===== src/rtl/carry_lookahead_adder_4b.sv =====
`default_nettype none
// ============================================================================
//  Module   : carry_lookahead_adder_4b
//  Purpose  : 4-bit carry-lookahead adder with registered outputs.
//             Computes A+B+Cin through a single level of expanded lookahead
//             logic, so no carry depends on another carry. Sum, carry out and
//             the group propagate/generate terms are registered, which lets
//             wider hierarchical CLA adders consume PG/GG directly.
//  Ports    : clk  - clock, all state updates on its rising edge
//             rst  - asynchronous active-high reset, clears all outputs
//             A    - 4-bit unsigned addend
//             B    - 4-bit unsigned addend
//             Cin  - carry into bit 0
//             Sum  - registered (A+B+Cin) mod 16
//             Cout - registered carry out of bit 3
//             PG   - registered group propagate (p3&p2&p1&p0)
//             GG   - registered group generate (carry out assuming Cin=0)
//  Latency  : 1 clock, one operand set accepted per cycle
//  Revision : 1.0  initial release
// ============================================================================
module carry_lookahead_adder_4b (
  input  logic       clk,
  input  logic       rst,
  input  logic [3:0] A,
  input  logic [3:0] B,
  input  logic       Cin,
  output logic [3:0] Sum,
  output logic       Cout,
  output logic       PG,
  output logic       GG
);

  // Per-bit propagate and generate terms.
  logic [3:0] p;
  logic [3:0] g;

  // Carries into each bit position plus the carry out of bit 3.
  logic [4:0] c;

  logic [3:0] sum_next;
  logic       pg_next;
  logic       gg_next;

  assign p = A ^ B;
  assign g = A & B;

  // Every carry is written in fully expanded two-level form directly from
  // p, g and Cin; none references a lower carry, so there is no ripple path.
  assign c[0] = Cin;
  assign c[1] = g[0]
              | (p[0] & Cin);
  assign c[2] = g[1]
              | (p[1] & g[0])
              | (p[1] & p[0] & Cin);
  assign c[3] = g[2]
              | (p[2] & g[1])
              | (p[2] & p[1] & g[0])
              | (p[2] & p[1] & p[0] & Cin);
  assign c[4] = g[3]
              | (p[3] & g[2])
              | (p[3] & p[2] & g[1])
              | (p[3] & p[2] & p[1] & g[0])
              | (p[3] & p[2] & p[1] & p[0] & Cin);

  assign sum_next = p ^ c[3:0];

  // Group terms exclude Cin so a higher lookahead level can combine them.
  assign pg_next = &p;
  assign gg_next = g[3]
                 | (p[3] & g[2])
                 | (p[3] & p[2] & g[1])
                 | (p[3] & p[2] & p[1] & g[0]);

  // Asynchronous clear: outputs drop to zero as soon as rst rises, and any
  // result in flight is discarded rather than replayed after release.
  always_ff @(posedge clk or posedge rst) begin
    if (rst) begin
      Sum  <= 4'b0000;
      Cout <= 1'b0;
      PG   <= 1'b0;
      GG   <= 1'b0;
    end else begin
      Sum  <= sum_next;
      Cout <= c[4];
      PG   <= pg_next;
      GG   <= gg_next;
    end
  end

endmodule
`default_nettype wire


===== config.mk =====
export PLATFORM = sky130hd
export DESIGN_NAME = carry_lookahead_adder_4b
export DESIGN_NICKNAME = d
export VERILOG_FILES = /design/src/rtl/carry_lookahead_adder_4b.sv
export SDC_FILE = /design/constraint.sdc
export NUM_CORES = 1
export LEC_CHECK = 0
export CORE_AREA = 8 8 45 47
export CTS_CLUSTER_DIAMETER = 80
export DETAILED_ROUTE_END_ITERATION = 8
export DIE_AREA = 0 0 53 55
export GPL_TIMING_DRIVEN = 0
export PLACE_DENSITY = 0.56
export REMOVE_ABC_BUFFERS = 1
export SKIP_CTS_REPAIR_TIMING = 1
export SYNTH_ARGS = -nofsm -noshare
export SYNTH_HDL_FRONTEND = slang
export SYNTH_SLANG_ARGS = --single-unit

===== constraint.sdc =====
create_clock -name clk -period 0.8 [get_ports clk]
set_input_delay 0.12 -clock clk [delete_from_list [all_inputs] [get_ports clk]]
set_output_delay 0.12 -clock clk [all_outputs]
set_load 0.03 [all_outputs]

==> qor.csv, run 1 <==
metric;value;unit
cpPeakStageDelay;0.37;ns
wl_per_cell;11.66;µm
seqPwrFrac;0.358;
synth_seq_cells;7;
clock_power_share;0.245;
slew_headroom;0.8395;
seq_area;175.2;µm²
place.gp.congestion;0.6217;
die_h;55;µm
die_area;2915;µm²
clock.fmax;1.160;GHz
start_util;0.2703;
status;finished, violations left;
total_leakage_power;0.0003455;µW
grt.overflow.total;0;
numCtsBuffers;3;
internal-power;834.3;µW
endpoint_kind;output port;
fin_ws;-0.06194;ns
clk_pin_slew;0.05;ns
drc;0;
rows;14;
maxSlewViolCount;0;
antenna_found_initial;0;
ios;18;
cts-htree-levels;1;
required;0.68;ns
synth_cell_types;12;
synth_area;374.1;µm²
dr.pass1.iters;2;
cp_slowest_cell;dfrtp_1;
num_antenna_cells;0;
setup_violations;8;
critPathMaxFanout;1;
postSynthCellCount;31;
hold_class;input pin to asynchronous set/reset pin;
crit_chain;buf_6;
p_per_area;1786;nW/µm²
combPwrFrac;0.398;
dpl_cell_area;564.3;µm²
violations;setup timing;
dp_hpwl;610.1;µm
cp_num_buf_inv;1;
startpoint_type;register;
grt_pass1_vias;261;
final_layout_size_suffix_gt1_frac;0.5185;
hold_viol_final;0;
path_class;register to output port;
cts_tree;built;
sw_frac_of_total;0.3060;
finalCritPeriodShare;1.077;
critical-path-top-delay-family;flip-flops;
wl;816;µm
seq_area_frac_synth;0.4682;
rsz0062_at_grt;true;
clock_path_buffers;2;
tightest_slew;0.2404;ns
die_w;53;µm
cp.arrival;0.74;ns
final_common_cell;buf_6;
fin_cells;70;
final.min_clock_period;0.8619;ns
drt_iter0_drc;4;
final_cell_mix;8 x buf_6, 7 x dfrtp_1, 6 x inv_1;
grt_max_degree;8;
fillers;138;
cts-root-buf;clkbuf_4;
total_power;1202;µW
routed_via_density;4.271;
syn_area_per_cell;12.07;µm²
postLayoutCellArea;673.1;µm²
via_count;299;
drv_cap;0;
portBuffers;17;
grt_pass1_wl;1055;µm
tns;-0.4258;ns
p_switching;367.9;µW
multi_input_area;251.5;µm²
syn_to_final_growth;79.93;%
numPlacedInstances;64;
coreArea;1384;µm²
layout.nets;72;
antenna_left;0;
vdd_drop_max;652.9;µV
cts_sinks;7;
yosys_warnings;0;
track_usage;0.05173;
[worst max path at each step]
stage / slack, ns / endpoint / from / cells past startpoint
after floorplan: -0.26 / Cout / A[2] / 4
after global placement: -0.75 / Cout / A[0] / 5
after detailed placement: -0.77 / Cout / A[0] / 5
after CTS: -0.55 / Sum[1] / Sum[1] / 1
after global routing: -0.11 / PG / PG / 1
final: -0.06 / Sum[1] / Sum[1] / 1
[sequential cells by signal, indices dropped and copies added, names as in the netlist]
register,flops
Cout,1
Sum,4
PG,1
GG,1
[power groups by stage]
stage	Clock (µW)	Combinational, µW	Sequential (µW)
floorplan	0	115	537
global placement	0	406	423
detailed placement	0	408	425
CTS	310	409	419
global route	353	511	433
finish	294	478	430
[stage by stage]
stage / hold WS, ns / util / worst slack [ns]
after global placement: 0.3581 / 0.4078 / -0.7546
after global routing: 0.1134 / 0.4864 / -0.1068
after CTS: 0.1087 / 0.4268 / -0.5529
final: 0.1029 / 0.4864 / -0.06194
after detailed placement: 0.3585 / 0.4078 / -0.7708
after floorplan: -0.07660 / - / -0.2554
[layer usage]
| metal | vias to the layer above | GRT usage | routed length [µm] |
|---|---|---|---|
| met5 | - | 0 | 0 |
| met4 | 0 | 0.06466 | 0 |
| met3 | 0 | 0.02674 | 105 |
| met2 | 13 | 0.06445 | 403 |
| met1 | 137 | 0.05581 | 307 |
| li1 | 149 | - | - |
[Yosys cell counts (all sizes together)]
cell type / n / share of area
a21o: 3 / 0.060
fa: 1 / 0.054
and4: 1 / 0.027
xnor2: 2 / 0.047
o21ai: 1 / 0.023
inv: 6 / 0.060
dfrtp: 7 / 0.47
o21bai: 1 / 0.020
ha: 5 / 0.17
xor2: 1 / 0.023
a21oi: 2 / 0.027
a41oi: 1 / 0.023
[area by class of cell]
type / instances / share of cell area
flip-flops and latches: 7 / 0.2602
multi-input cells: 18 / 0.3736
repair buffers: 19 / 0.2639
clock buffers: 4 / 0.03903
inverters: 6 / 0.03346
well taps: 16 / 0.02974
[cells by family after synthesis]
logic type / after synthesis / synth area share
buf+inv: 6 / 0.06020
simple gates: 1 / 0.02676
fa+ha+maj: 6 / 0.2207
compound gates: 8 / 0.1539
xor+xnor: 3 / 0.07025
flops: 7 / 0.4682
Note: power is estimated with default switching activity, not from simulation.
==> inputs of run 2 (changes only) <==
--- a/config.mk
+++ b/config.mk
@@ -13,6 +13,7 @@
 export PLACE_DENSITY = 0.56
 export REMOVE_ABC_BUFFERS = 1
 export SKIP_CTS_REPAIR_TIMING = 1
+export SLEW_MARGIN = 20
 export SYNTH_ARGS = -nofsm -noshare
 export SYNTH_HDL_FRONTEND = slang
 export SYNTH_SLANG_ARGS = --single-unit
==> results of run 2 <==
Final layout, timing and power as in run 1 (identical DEF).
==> inputs of run 3 (changes only) <==
--- a/config.mk
+++ b/config.mk
@@ -5,6 +5,7 @@
 export SDC_FILE = /design/constraint.sdc
 export NUM_CORES = 1
 export LEC_CHECK = 0
+export CAP_MARGIN = 5
 export CORE_AREA = 8 8 45 47
 export CTS_CLUSTER_DIAMETER = 80
 export DETAILED_ROUTE_END_ITERATION = 8
==> results of run 3 <==
Final layout, timing and power as in run 1 (identical DEF).
